### config.mk
export PLATFORM = sky130hd
export DESIGN_NAME = mult_ctrl
export DESIGN_NICKNAME = d
export VERILOG_FILES = /design/src/rtl/mult_pkg.sv /design/src/rtl/mult_iter_cnt.sv /design/src/rtl/mult_ctrl.sv
export SDC_FILE = /design/constraint.sdc
export NUM_CORES = 1
export LEC_CHECK = 0
export CORE_AREA = 2 2 39 41
export DETAILED_ROUTE_END_ITERATION = 16
export DIE_AREA = 0 0 41 43
export HOLD_SLACK_MARGIN = 0.05
export PLACE_DENSITY = 0.67
export SYNTH_ARGS = -nofsm -noshare
export SYNTH_HDL_FRONTEND = slang
export SYNTH_SLANG_ARGS = --single-unit
### constraint.sdc
create_clock -name clk -period 1.5 [get_ports clk]
set_input_delay 0.225 -clock clk [delete_from_list [all_inputs] [get_ports clk]]
set_output_delay 0.225 -clock clk [all_outputs]
set_load 0.01 [all_outputs]
### src/rtl/mult_pkg.sv
// Shared types and constants for the shift-add multiplier controller and its datapath.
package mult_pkg;

    localparam int MULT_WIDTH = 32;

    typedef enum logic [1:0] {
        IDLE = 2'd0,
        LOAD = 2'd1,
        ITER = 2'd2,
        DONE = 2'd3
    } mult_state_t;

endpackage

### src/rtl/mult_iter_cnt.sv
// Iteration counter for the multiplier sequencer; tc flags the last iteration
// and the count wraps to zero there instead of running past WIDTH-1.
module mult_iter_cnt #(
    parameter int WIDTH = 32,
    localparam int CNT_W = $clog2(WIDTH)
) (
    input  logic             clk,
    input  logic             reset,
    input  logic             clr,
    input  logic             en,
    output logic [CNT_W-1:0] cnt,
    output logic             tc
);

    assign tc = (cnt == CNT_W'(WIDTH - 1));

    always_ff @(posedge clk) begin
        if (!reset) begin
            cnt <= '0;
        end else if (clr) begin
            cnt <= '0;
        end else if (en) begin
            cnt <= tc ? '0 : cnt + CNT_W'(1);
        end
    end

endmodule

### src/rtl/mult_ctrl.sv
// Sequencer for the shift-add multiplier: load, WIDTH add/shift iterations, done.
//
//   state | meaning
//   IDLE  | waiting for start; ready holds the last result status
//   LOAD  | Product <= {0, multiplier}; iteration count cleared
//   ITER  | add-and-shift (lsb=1) or shift-only (lsb=0), one per cycle
//   DONE  | one-cycle done pulse; Product holds the final result
module mult_ctrl
    import mult_pkg::*;
#(
    parameter int WIDTH = MULT_WIDTH,
    localparam int CNT_W = $clog2(WIDTH)
) (
    input  logic             clk,
    input  logic             reset,
    input  logic             start,
    input  logic             product_lsb,
    output logic             wrctrl,
    output logic             strctrl,
    output logic             shctrl,
    output logic             alu_en,
    output logic             ready,
    output logic             busy,
    output logic             done,
    output logic [CNT_W-1:0] iter
);

    mult_state_t state;
    logic        cnt_clr;
    logic        cnt_en;
    logic        last_iter;

    assign cnt_clr = (state == LOAD);
    assign cnt_en  = (state == ITER);

    mult_iter_cnt #(
        .WIDTH (WIDTH)
    ) u_iter_cnt (
        .clk   (clk),
        .reset (reset),
        .clr   (cnt_clr),
        .en    (cnt_en),
        .cnt   (iter),
        .tc    (last_iter)
    );

    always_ff @(posedge clk) begin
        if (!reset) begin
            state <= IDLE;
            ready <= 1'b0;
        end else begin
            case (state)
                IDLE: begin
                    if (start) begin
                        state <= LOAD;
                    end
                end
                LOAD: begin
                    state <= ITER;
                    ready <= 1'b0;
                end
                ITER: begin
                    if (last_iter) begin
                        state <= DONE;
                    end
                end
                DONE: begin
                    state <= IDLE;
                    ready <= 1'b1;
                end
                default: begin
                    state <= IDLE;
                end
            endcase
        end
    end

    // product_lsb is passed through unmasked so an X on it is visible downstream.
    assign wrctrl  = (state == LOAD);
    assign strctrl = (state == ITER) & product_lsb;
    assign shctrl  = (state == ITER) & ~product_lsb;
    assign alu_en  = strctrl;
    assign busy    = (state != IDLE);
    assign done    = (state == DONE);

endmodule

==> flow_metrics.tcl <==
set metrics [dict create \
    drt_pass1_iterations 4 \
    grt_pass1_vias 335 \
    wl_per_cell_um 11.0 \
    status "finished clean" \
    finalWirelength_um 948 \
    fin_crit_ns 1.45 \
    port_buffers 15 \
    worstRegToRegCells 6 \
    fillCellCount 138 \
    postLayoutCellArea_um2 699 \
    post_cts_buffers 0 \
    final_cell_mix "clkdlybuf4s50_1 (9), ha_1 (6), buf_4 (6)" \
    arrival_ns 1.22 \
    core_mm2 0.00138 \
    clk_pin_slew_ns 0.05 \
    drtIter0Drc 3 \
    pre_cts_slack_ns -0.102 \
    clkSinkCount 8 \
    regToRegSetupSlack_ns 0.09 \
    fin_crit_sh_pct 96.5 \
    worstPathMaxFanout 4 \
    cts_hold_buf 0 \
    diodes 0 \
    cts_buffers 3 \
    die-height_um 43 \
    synth.yosys.seq_area_share_pct 33.9 \
    rsz0062_at_grt "false" \
    final_common_cell "clkdlybuf4s50_1" \
    rows 14 \
    leakage_nw 0.317 \
    maxSlewHeadroom_pct 85.5 \
    maxCapViolCount 0 \
    hold_violations 0 \
    grt_first_pass_wirelength_mm 1.46 \
    rr_startpoint "u_iter_cnt.cnt[0]$_SDFFE_PP0P_" \
    setup_viol_count_final 0 \
    ant_nets 0 \
    cts_tree "yes" \
    fp.dieArea_mm2 0.00176 \
    yosysUniqueCellTypes 24 \
    maxSlewViolCount 0 \
    syn_area_per_cell_um2 9.85 \
    synthCells 48 \
    place_congestion 0.692 \
    min_path_type "reg2reg" \
    pwr_density_cell_mw_per_mm2 1350 \
    antenna_found_initial 0 \
    drc 0 \
    placed_area_um2 672 \
    io_pins 16 \
    drt-vias-per-instance 4.64 \
    yosysWarnings 0 \
    grt_max_degree 9 \
    vias 399 \
    worstSetupStartpoint "u_iter_cnt.cnt[2]$_SDFFE_PP0P_" \
    start_kind "register" \
    cp.required_ns 1.27 \
    fin_worst_skew_ns 0.00120 \
    syn_area_um2 473 \
    die_w_um 41 \
    syn_nets 60 \
    end_kind "primary output" \
    root_buffer "clkbuf_4" \
    h-tree-depth 1 \
    crit_end "iter[2]" \
    area_delta_synth_final_pct 47.9 \
    ys_ff_latch 8 \
    drive_gt1_share_pct 31.4 \
    holdWs_ns 0.498 \
    fin_nets 84 \
    finalSetupTns_ns 0 \
    clk_latency_ns 0.25 \
    tightestPinTransition_ns 0.217 \
    post-dp-hpwl_um 762 \
    clk_path_buf_depth 2 \
    track_usage_pct 12.7 \
    r2r-end "state[1]$_SDFFE_PN0P_" \
    fmax_mhz 691 \
    overflow 0 \
    path_class "reg2out" \
    vdd_drop_max_uv 751 \
    fin_ws_ns 0.0524 \
    initial_core_util_pct 34.2 \
]
==> metal layers <==
layer	up-vias	share of wire, %	global-route usage, %
met3	2	3.2	4.71
met2	7	50	16.6
li1	205	-	-
met1	185	45	16.9
met4	0	1.4	8.00
met5	-	0	0
==> what timing repair did <==
action	4_1_cts	5_1_grt
pin swaps	0	0
gates resized for setup	9	11
setup endpoints to repair	6	5
==> cell families (layout without fill, tap and decap cells) <==
kind of cell,Yosys count,in the layout,share of synthesized area (%)
and+or+nand+nor,15,15,19.6
adders and majority gates,8,8,21.2
AOI/OAI and AO/OA,8,8,11.1
DFF,8,8,33.9
buffers and inverters,5,27,6.35
xor gates and xnor gates,2,2,3.70
muxes,2,2,4.23
==> where the power goes <==
group          switching, W  internal, W
clock network     0.0000687    0.0000913
logic              0.000236     0.000256
registers         0.0000290     0.000261
total              0.000334     0.000608
==> cells in the mapped netlist <==
| library cell | n | share of area, % |
|---|---|---|
| dfxtp_1 | 8 | 34 |
| ha_1 | 8 | 21 |
| nor2_1 | 4 | 3.2 |
| inv_1 | 3 | 2.4 |
| nor2b_1 | 3 | 4.0 |
| o21ai_0 | 3 | 3.2 |
| mux2i_1 | 2 | 4.2 |
| a21boi_1 | 1 | 1.6 |
| a21o_1 | 1 | 1.6 |
| a21oi_1 | 1 | 1.1 |
| and2_1 | 1 | 1.3 |
| and3_1 | 1 | 1.3 |
| buf_4 | 1 | 1.6 |
| buf_6 | 1 | 2.4 |
| nand2_1 | 1 | 0.79 |
| nand2b_1 | 1 | 1.3 |
| nand3b_1 | 1 | 1.6 |
| nand4_1 | 1 | 1.3 |
| nor2b_4 | 1 | 2.9 |
| o21a_1 | 1 | 1.6 |
| o311a_1 | 1 | 2.1 |
| or3b_1 | 1 | 1.9 |
| xnor2_1 | 1 | 1.9 |
| xor2_1 | 1 | 1.9 |
==> per-stage QoR <==
stage / std cells / utilization [%] / power [W]
after global routing: 86 / 50.5 / 0.00102
after CTS: 86 / 49.9 / 0.000961
final: 86 / 50.5 / 0.000942
after floorplan: 48 / - / 0.000612
after detailed placement: 83 / 48.6 / 0.000826
after global placement: 83 / 48.6 / 0.000814
==> critical path, stage by stage (launching register included) <==
cell and delay [ns]:
dfxtp_1 0.33, buf_4 0.13, clkdlybuf4s50_1 0.53
==> layout make-up <==
class	count	area [um^2]	share of cell area, %
Multi-Input combinational cell	35	303	43.3
Timing Repair Buffer	21	176	25.2
Sequential cell	8	166	23.8
Clock buffer	3	22.5	3.22
Tap cell	16	20.0	2.86
Inverter	3	11.3	1.61
==> worst min path at each step <==
stage	startpoint	end	slack [ns]	cells after the start
final	state[1]$_SDFFE_PN0P_	state[1]$_SDFFE_PN0P_	0.50	2
after global placement	state[1]$_SDFFE_PN0P_	state[1]$_SDFFE_PN0P_	0.51	2
after floorplan	reset	ready$_SDFFE_PN0P_	0.34	1
after detailed placement	state[1]$_SDFFE_PN0P_	state[1]$_SDFFE_PN0P_	0.52	2
after global routing	state[1]$_SDFFE_PN0P_	state[1]$_SDFFE_PN0P_	0.52	2
after CTS	state[1]$_SDFFE_PN0P_	state[1]$_SDFFE_PN0P_	0.50	2
==> flip-flops by register name (all words and copies together), names as in the netlist <==
register and cells:
state 2, ready 1, u_iter_cnt.cnt 5
Power figures use the tool's default switching activity.
